===== src/rtl/fft32_mdc_ctrl.sv =====
// Sequencer for a 32-point radix-2 MDC FFT: input handshake with zero padding, a token pipe that
// tracks every fed pair through the stages, and per-stage twiddle/commutator/output indices.
module fft32_mdc_ctrl #(
  parameter int BF_LAT = 1
) (
  input  logic       clk,
  input  logic       rst,
  input  logic       in_valid,
  output logic       in_ready,
  output logic       zero_pad,
  output logic       feed,
  output logic [3:0] rom_s1_counter,
  output logic [2:0] rom_s2_counter,
  output logic [1:0] rom_s3_counter,
  output logic       rom_s4_counter,
  output logic [3:0] sw,
  output logic       out_valid,
  output logic       out_last,
  output logic       frame_err
);

  // Stage input taps and output tap of the token pipe.
  localparam int L2   = BF_LAT + 8;
  localparam int L3   = L2 + BF_LAT + 4;
  localparam int L4   = L3 + BF_LAT + 2;
  localparam int LOUT = 5 * BF_LAT + 15;

  typedef enum logic [1:0] {IDLE, RUN, PAD} state_e;

  state_e            state_q;
  logic [3:0]        fc_q;
  logic [LOUT-1:0]   tok_q;
  logic [3:0]        c_q [4];
  logic [3:0]        k_q [4];
  logic [3:0]        oidx_q;

  logic              run_gap;
  logic [3:0]        v;
  logic [3:0]        cv;

  // The handshake outputs react to in_valid in the same cycle so a gap is padded without delay.
  always_comb begin
    // NOTE: every always_comb output gets a value on every path, so no latch can be inferred.
    run_gap  = (state_q == RUN) && !in_valid;
    in_ready = !rst && ((state_q == IDLE) || ((state_q == RUN) && in_valid));
    zero_pad = !rst && ((state_q == PAD) || run_gap);
    frame_err = !rst && run_gap;
    feed     = (in_valid && in_ready) || zero_pad;

    v  = {tok_q[L4-1], tok_q[L3-1], tok_q[L2-1], feed};
    cv = {tok_q[L4+BF_LAT-1], tok_q[L3+BF_LAT-1], tok_q[L2+BF_LAT-1], tok_q[BF_LAT-1]};
  end

  always_ff @(posedge clk) begin
    // NOTE: sequential state uses non-blocking assignments so every register sees pre-edge values.
    if (rst) begin
      state_q <= IDLE;
      fc_q    <= '0;
      tok_q   <= '0;
      oidx_q  <= '0;
      for (int s = 0; s < 4; s++) begin
        c_q[s] <= '0;
        k_q[s] <= '0;
      end
    end else begin
      tok_q <= {tok_q[LOUT-2:0], feed};
      if (tok_q[LOUT-1]) oidx_q <= oidx_q + 4'd1;
      for (int s = 0; s < 4; s++) begin
        if (v[s])  c_q[s] <= c_q[s] + 4'd1;
        if (cv[s]) k_q[s] <= k_q[s] + 4'd1;
      end
      if (feed) fc_q <= fc_q + 4'd1;

      unique case (state_q)
        IDLE: if (feed) state_q <= RUN;
        RUN: begin
          // A gap on the last pair still completes the frame with that single pad.
          if (fc_q == 4'd15)  state_q <= IDLE;
          else if (!in_valid) state_q <= PAD;
        end
        PAD: if (fc_q == 4'd15) state_q <= IDLE;
        default: state_q <= IDLE;
      endcase
    end
  end

  // Everything is forced low while reset is held, including the registered indices.
  assign rom_s1_counter = rst ? '0 : c_q[0];
  assign rom_s2_counter = rst ? '0 : c_q[1][2:0];
  assign rom_s3_counter = rst ? '0 : c_q[2][1:0];
  assign rom_s4_counter = rst ? 1'b0 : c_q[3][0];
  assign sw             = rst ? '0 : {k_q[3][0], k_q[2][1], k_q[1][2], k_q[0][3]};
  assign out_valid      = !rst && tok_q[LOUT-1];
  assign out_last       = out_valid && (oidx_q == 4'd15);

endmodule


===== config.mk =====
export PLATFORM = sky130hd
export DESIGN_NAME = fft32_mdc_ctrl
export DESIGN_NICKNAME = d
export VERILOG_FILES = /design/src/rtl/fft32_mdc_ctrl.sv
export SDC_FILE = /design/constraint.sdc
export NUM_CORES = 1
export LEC_CHECK = 0
export BUFFER_PORTS_ARGS = -buffer_cell sky130_fd_sc_hd__buf_2
export CORE_AREA = 2 2 66 68
export DETAILED_ROUTE_END_ITERATION = 8
export DIE_AREA = 0 0 68 70
export PLACE_DENSITY = 0.73
export SYNTH_ARGS = -nofsm -noshare
export SYNTH_HDL_FRONTEND = slang
export SYNTH_SLANG_ARGS = --single-unit

===== constraint.sdc =====
create_clock -name clk -period 1.36 [get_ports clk]
set_clock_uncertainty 0.1 [all_clocks]
set_input_delay 0.204 -clock clk [delete_from_list [all_inputs] [get_ports clk]]
set_output_delay 0.204 -clock clk [all_outputs]
set_load 0.05 [all_outputs]

==> impl.org, run 1 <==
** Power and ir drop
- Leakage power total :: 1.30 nW
- The share of total power dissipated in sequential elements is 48.2%.
- Max rail drop VDD :: 0.740 mV
- In this run the power spent charging and discharging nets is 800 uW.
- Tot Pwr :: 3.40 mW
- Net switching is 23.5% of the power.
- Pwr dens :: 1130 nW/um^2
- The clock network is responsible for 35.9% of the overall power.
- Combinational cells account for 15.9% of the total power.
- Internal Pwr Total :: 2.60 mW

** Cells and area
- Cells with a size suffix above 1 make up 48.0% of the layout.
- Compared with the post-synthesis result, the final layout area differs by 49.1%.
- The repair_antennas step left the layout with diodes totalling 0.
- Layout net count :: 256
- Final standard cell utilization of the core :: 72.6%

** Synthesis
- Among all flip-flop cells after synthesis, the most frequent one is dfxtp_1.
- Counting flops with a built-in enable in the synthesized netlist gives 16.
- Leading cell types by total area after synthesis :: dfxtp_1 (34%), edfxtp_1 (24%), nor2b_1 (9.6%)
- Share of the yosys chip area belonging to registers :: 57.6%
- Library cell with the largest summed area after synthesis :: dfxtp_1
- Post-synth net total :: 190
- Synthesized instance count :: 181
- In this run, synthesis produced a sequential element count of 50.
- Number of warnings issued by yosys :: 0
- For this run, asynchronously set or reset flops after synthesis account for 0%.
- Top-area cell type share of the netlist area :: 33.7%
- The average instance in the mapped netlist occupies 11.1 sq um.
- Synthesis instantiated 36 different standard cells from the library.
- Synth Cell Area :: 2020 sq um

** Global route
- Entering global routing, the biggest net connects 18 pins.
- Number of global-route vias before repair :: 1,426
- Met2 track demand over resource in global routing :: 29.1%
- For this run the aggregate overflow at the end of global routing stands at 0.
- Busiest grt layer :: met2
- The number of antenna violations at the first check in global routing came to 0.
- Global routing consumed, over all layers together, 17.2% of the routing resources.
- Global-route track usage on met3 :: 4.99%
- Wire length of the first global-routing pass :: 6.09 mm
- Global routing used 19.6% of the available met1 tracks.

** Floorplan
- Row generation in the floorplan step produced 24 rows.
- The core region is 4140 sq um.
- Starting density of the core :: 48.7%
- During I/O placement, the number of pins put on the boundary was 23.
- Die H :: 70 um
- Die boundary width :: 68 um
- Die area :: 4760 sq um

** Outcome
- Violations in the final reports :: setup timing
- Run status :: complete, but fails checks

** Placement
- The congestion estimate from routability-driven global placement came to 0.770.
- Before CTS, the worst setup slack after placement is -0.0663 ns.
- Buffers placed on the I/O ports in this run total 22.
- Placed wire-length estimate after detailed placement :: 2.26 mm

** Drt
- Routed length per placed instance :: 12.0 um
- For this block, the initial DRC count from the detailed router was 41.
- Residual DRC :: 0
- The routed layout has 1,408 vias.
- Per-cell via count in the routed design :: 4.69
- Sum of routed wire length over all layers :: 3.61 mm
- The first TritonRoute pass finished after 4 iterations.
- Remaining number of nets flagged by the antenna check after routing :: 0

** STA
- Max-slew headroom :: 83.9%
- Fin crit period :: 1.62 ns
- For the pin with the worst max-slew slack, the measured transition is 0.240 ns.
- Unrepaired setup endpoints after global routing :: true
- The final count of hold timing violations was 0.
- Max Transition Viols Final :: 0
- Setup violations, final :: 7
- The tightest hold path in the finished design has a slack of 0.172 ns.
- Static timing analysis puts the maximum clock frequency at 0.617 GHz.
- For the final routed database, the setup TNS stands at -1.08 ns.
- In the post-route analysis, the smallest setup slack over all paths is -0.260 ns.
- In the finished design, the share of the clock period the worst path needs comes to 119%.

** Worst hold path
- Hold Path Sink :: state_q[0]
- Hold crit path type :: input pin to flop
- The startpoint identified for the worst hold timing path is in_valid.
- Counting instances, the worst hold path has a depth of 4.

** CTS
- No sink is reached through more buffers than the 2 on the longest clock path.
- The clock tree synthesis step divided the H-tree into 2 levels.
- After clock tree synthesis, the clock-pin slew on the worst setup and hold paths is 0.08 ns.
- Clock tree from TritonCTS :: yes
- CTS sink cnt :: 50
- At the later pin of the worst-skew pair, clock insertion delay measures 0.30 ns.
- Number of buffers inserted during clock tree synthesis :: 5
- Library cell used as clock root buffer :: clkbuf_8

** Setup path
- Startpoint of the worst-slack reg-to-reg timing path :: state_q[0]
- The worst register-to-register path ends at c_q[0][1].
- The worst setup path is launched from a flop.
- Counting cells, the worst reg-to-reg path comes to 5.
- Data arrival time of the critical path :: 1.32 ns
- Of all nets on the critical path, the largest fanout is 5.
- For flop-to-flop paths, the worst setup slack is -0.16 ns.
- STA classifies the critical path endpoint as an output pin.
- Worst setup path category :: flop to output pin
- For the worst setup path, the data required time is 1.06 ns.

** Job
- The tool flagged a number of max-cap violations equal to 0.
[Yosys cell counts (4+ instances only)]
cell type   n
xor2_1      4
nand2b_1    7
a21oi_1     6
nand3_1     5
xnor2_1     7
inv_1       6
ha_1        6
nor2_1     17
dfxtp_1    34
nor2b_1    31
edfxtp_1   16
and2_1      4
or2_1       5
[layout make-up]
class	count	area, sq um
Clock buffer	5	68.8
Clock inverter	3	68.8
Multi-Input combinational cell	118	983
Timing Repair Buffer	65	618
Inverter	7	28.8
Sequential cell	50	1170
Tap cell	52	65.1
Fill cell	299	1140
[state kept, by name (all words and copies together) (netlist names)]
name,cells
fc_q,4
oidx_q,4
k_q,10
state_q,2
c_q,10
tok_q,20
[kinds of logic (layout without fill, tap and decap cells)]
logic type,after synthesis,after routing,share of synthesized area [%]
xor+xnor,11,11,4.78
simple gates,83,83,23.8
buf+inv,13,80,2.92
compound gates,13,13,4.40
fa+ha+maj,6,6,3.72
mux,5,5,2.79
flops,50,50,57.6
[per-stage QoR]
step / instance area, sq um / std cells
after global routing: 3010 / 300
after detailed placement: 2460 / 271
after global placement: 2460 / 271
after CTS: 2870 / 294
final: 3010 / 300
after floorplan: 2110 / 181
[per-layer routing]
layer	share of wire, %	vias to the layer above
met5	0	-
met4	2.0	0
met3	3.1	7
met2	51	18
met1	44	658
li1	-	725
[repair_timing]
action	4_1_cts	5_1_grt
pin swaps	4	7
resized for setup	53	24
hold buffers	0	0
endpoints found under the setup margin	22	30
buffers inserted	15	8
[worst max-delay path by stage]
| stage | start | endpoint | slack [ns] | depth (start not counted) |
|---|---|---|---|---|
| floorplan | rst | c_q[0][2] | -0.22 | 5 |
| global placement | in_valid | zero_pad | -0.06 | 5 |
| detailed placement | in_valid | zero_pad | -0.07 | 5 |
| CTS | state_q[0] | feed | -0.27 | 4 |
| global route | state_q[0] | feed | -0.30 | 4 |
| finish | state_q[0] | feed | -0.26 | 4 |
[critical path: stages, from the launching register on]
cell	delay [ns]
dfxtp_4	0.37
or3_4	0.39
nand2_4	0.09
inv_4	0.04
buf_8	0.14
[power groups by stage]
stage / Combinational [mW] / Clock [mW] / Sequential [mW]
floorplan: 0.292 / 0 / 1.66
global placement: 0.402 / 0 / 1.67
detailed placement: 0.407 / 0 / 1.67
CTS: 0.503 / 1.25 / 1.63
global route: 0.581 / 1.31 / 1.65
finish: 0.542 / 1.22 / 1.64
[placed cells by master, fill, tap and decap left out, drive strengths merged]
cell	n
a21oi	7
a41oi	1
buf	65
o21ai	2
ha	6
inv	7
nor2b	31
a311oi	1
clkinv	1
xnor2	7
nand4	1
and4	1
or2	7
nor2	17
clkbuf	5
mux2i	3
xor2	4
nand3	5
a21o	2
nand2b	8
or3	2
bufinv	2
mux2	2
nor3	4
dfxtp	34
nand2	3
edfxtp	16
and2	4
No activity file was read; power rests on OpenSTA's default activity.
==> run 2, diff against run 1 <==
Settings changed: SKIP_CTS_REPAIR_TIMING from default to 1.
==> run 2 against run 1 <==
  * The run still ends with setup timing left
  * Final cell count decreased by 3.3%
  * Hold slack lost 0.0013 ns
  * Count of clock-buffer cells in the layout stayed put
==> impl.org, run 2 (same netlist as run 1, synthesis figures left out) <==
** Global route
- Total routing usage reported by global routing :: 15.0%
- Maximum number of pins on one net before global-route repair :: 18
- In the global route stage, met1 resource usage came out at 18.5%.
- Global routing used 23.3% of the available met2 tracks.
- The via count of the first global-routing pass is 1,275.
- Busiest grt layer :: met2
- The first global-routing pass estimated 5.37 mm of wire.
- The number of antenna violations at the first check in global routing is 0.
- Global-route track usage on met3 :: 4.83%
- Overflow left after global routing :: 0

** Cells and area
- The final layout contains 246 nets.
- The register with the most flip-flops in the layout has 20 of them.
- Top library cells by usage in the layout, fill and taps aside :: buf_4 (30), dfxtp_1 (27), nor2b_1 (16), edfxtp_1 (16), buf_6 (16)
- The repair_antennas step left the layout with diodes totalling 0.
- Leading registers by flop count :: tok_q (20), c_q (10), k_q (10)
- Top register by number of flip-flops :: tok_q
- Cells with a size suffix above 1 make up 46.2% of the layout.
- The finished layout holds 290 standard cells, fillers aside.
- Synth-to-Final Area Change :: 44.6%
- Most common cell after layout, fill and taps aside :: buf_4
- Number of inserted filler cells in the final layout :: 309

** STA
- Fin crit period :: 1.64 ns
- Final TNS setup :: -0.943 ns
- Derived from the worst setup path, the maximum achievable clock frequency is 0.609 GHz.
- Across all setup checks in the final design, the least slack found is -0.282 ns.
- Post-route clock period utilization :: 121%
- At the pin with the least slew margin, the transition time is 0.232 ns.
- In this run the tightest slew margin relative to its limit is 84.5%.
- Max Transition Viols Final :: 0
- Setup violations remaining at the end of the flow were counted as 5.
- Total count of hold-check failures in the final report :: 0
- Setup repair after global routing could not meet its margin everywhere.

** Placement
- Count of buffers from port buffering :: 22
- RePlAce Congestion :: 0.770
- Placed wire-length estimate after detailed placement :: 2.26 mm
- Cell count after placement :: 271
- Timing analysis after detailed placement gives a worst setup slack of -0.0663 ns.

** Setup path
- Data on the critical path arrives at its endpoint at 1.34 ns.
- Data required time at the worst endpoint :: 1.06 ns
- In this run the worst path has a maximum fanout of 5.
- Measured in cells, the most critical reg-to-reg path has a length of 4.
- STA classifies the critical path startpoint as a flop.
- The setup path with the least slack is of type flop to output pin.
- Type of element capturing the critical path :: output pin

** Worst hold path
- Hold crit path type :: input pin to flop
- Hold path depth :: 4

** CTS
- TritonCTS built the clock tree.
- Number of buffers inserted during clock tree synthesis :: 5
- CTS HTree Levels :: 2
- Clock-pin slew was measured on the worst setup and hold paths at 0.09 ns.
- CTS sink cnt :: 50
- Library cell used as clock root buffer :: clkbuf_8
- No sink is reached through more buffers than the 2 on the longest clock path.
- For the worst-skew pair, the clock arrives at the later sink with an insertion delay of 0.30 ns.

** Floorplan
- The core region is 4140 sq um.
- After floorplanning, the core was divided into 24 placement rows.
- In this run the vertical extent of the chip is 70 um.
- Die area :: 4760 sq um
- Once the floorplan was initialized, standard cells occupied 48.7% of the core.
- Die boundary width :: 68 um
- For this design the top-level I/O count stands at 23.

** Drt
- The detail route stage leaves a number of antenna-violating nets equal to 0.
- In the final routed layout, each cell accounts on average for 11.9 um.
- The final layout contains routed wiring with a total length of 3.45 mm.
- Dividing the detail-routed via count by the number of cells gives 4.73.
- DR iter-0 viols :: 77
- Vias post-DR :: 1,373
- For this run, the detailed router's first-pass iteration total came to 4.
- Residual DRC :: 0

** Power and ir drop
- Leakage power total :: 1.24 nW
- Pwr dens :: 1150 nW/um^2
- Max rail drop VDD :: 0.726 mV

** Job
- The tool flagged a number of max-cap violations equal to 0.

** Outcome
- The flow ran to the end, but the final reports show violations.
- The final reports fail on setup timing.
## run 2: cell types whose count changed in the layout (fill, tap and decap cells not counted), moves of 2 or more
cell / previous run / this run
a21oi_2: 3 / 5
o21ai_0: 0 / 2
buf_6: 18 / 16
buf_4: 38 / 30
o21ai_1: 2 / 0
## run 2: path summary, 6_finish.rpt
kind / start / endpoint / slack [ns]
max: state_q[0] / feed / -0.28
min reg2reg: tok_q[5] / tok_q[6] / 0.33
max reg2reg: state_q[0] / fc_q[0] / 0
min: in_valid / state_q[0] / 0.17
## run 2: routing by layer
| metal | wire (um) | vias to the layer above |
|---|---|---|
| li1 | - | 705 |
| met1 | 1510 | 641 |
| met2 | 1760 | 20 |
| met3 | 117 | 7 |
| met4 | 73 | 0 |
| met5 | 0 | - |
## run 2: metrics by stage
| step | cell area, sq um | total power, mW | hold slack [ns] | utilization (%) |
|---|---|---|---|---|
| 3_5_place_dp | 2460 | 2.08 | 0.322 | 59.3 |
| 4_1_cts | 2590 | 3.29 | 0.139 | 62.6 |
| 3_3_place_gp | 2460 | 2.07 | 0.316 | 59.3 |
| 5_1_grt | 2920 | 3.50 | 0.177 | 70.4 |
| 2_1_floorplan | 2110 | 1.95 | 0.214 | - |
| 6_report | 2920 | 3.36 | 0.171 | 70.4 |
## run 2: worst max-delay path: stages, from the launching register on
cell     delay, ns
dfxtp_4       0.37
or3_4         0.38
nand2_4       0.10
inv_4         0.04
buf_8         0.14
## run 2: power breakdown
group	leakage, nW	internal (mW)	total, mW	switching (mW)
combinational	0.727	0.246	0.511	0.265
clock	0.0683	0.736	1.22	0.479
sequential	0.447	1.60	1.64	0.0432
## run 2: area by class of cell
type	instances	area (sq um)	area share (%)
inverters	7	28.8	0.987
flip-flops and latches	50	1170	40.3
clock buffers	5	68.8	2.36
clock inverters	3	68.8	2.36
multi-input cells	118	975	33.4
well taps	52	65.1	2.23
repair buffers	55	536	18.4
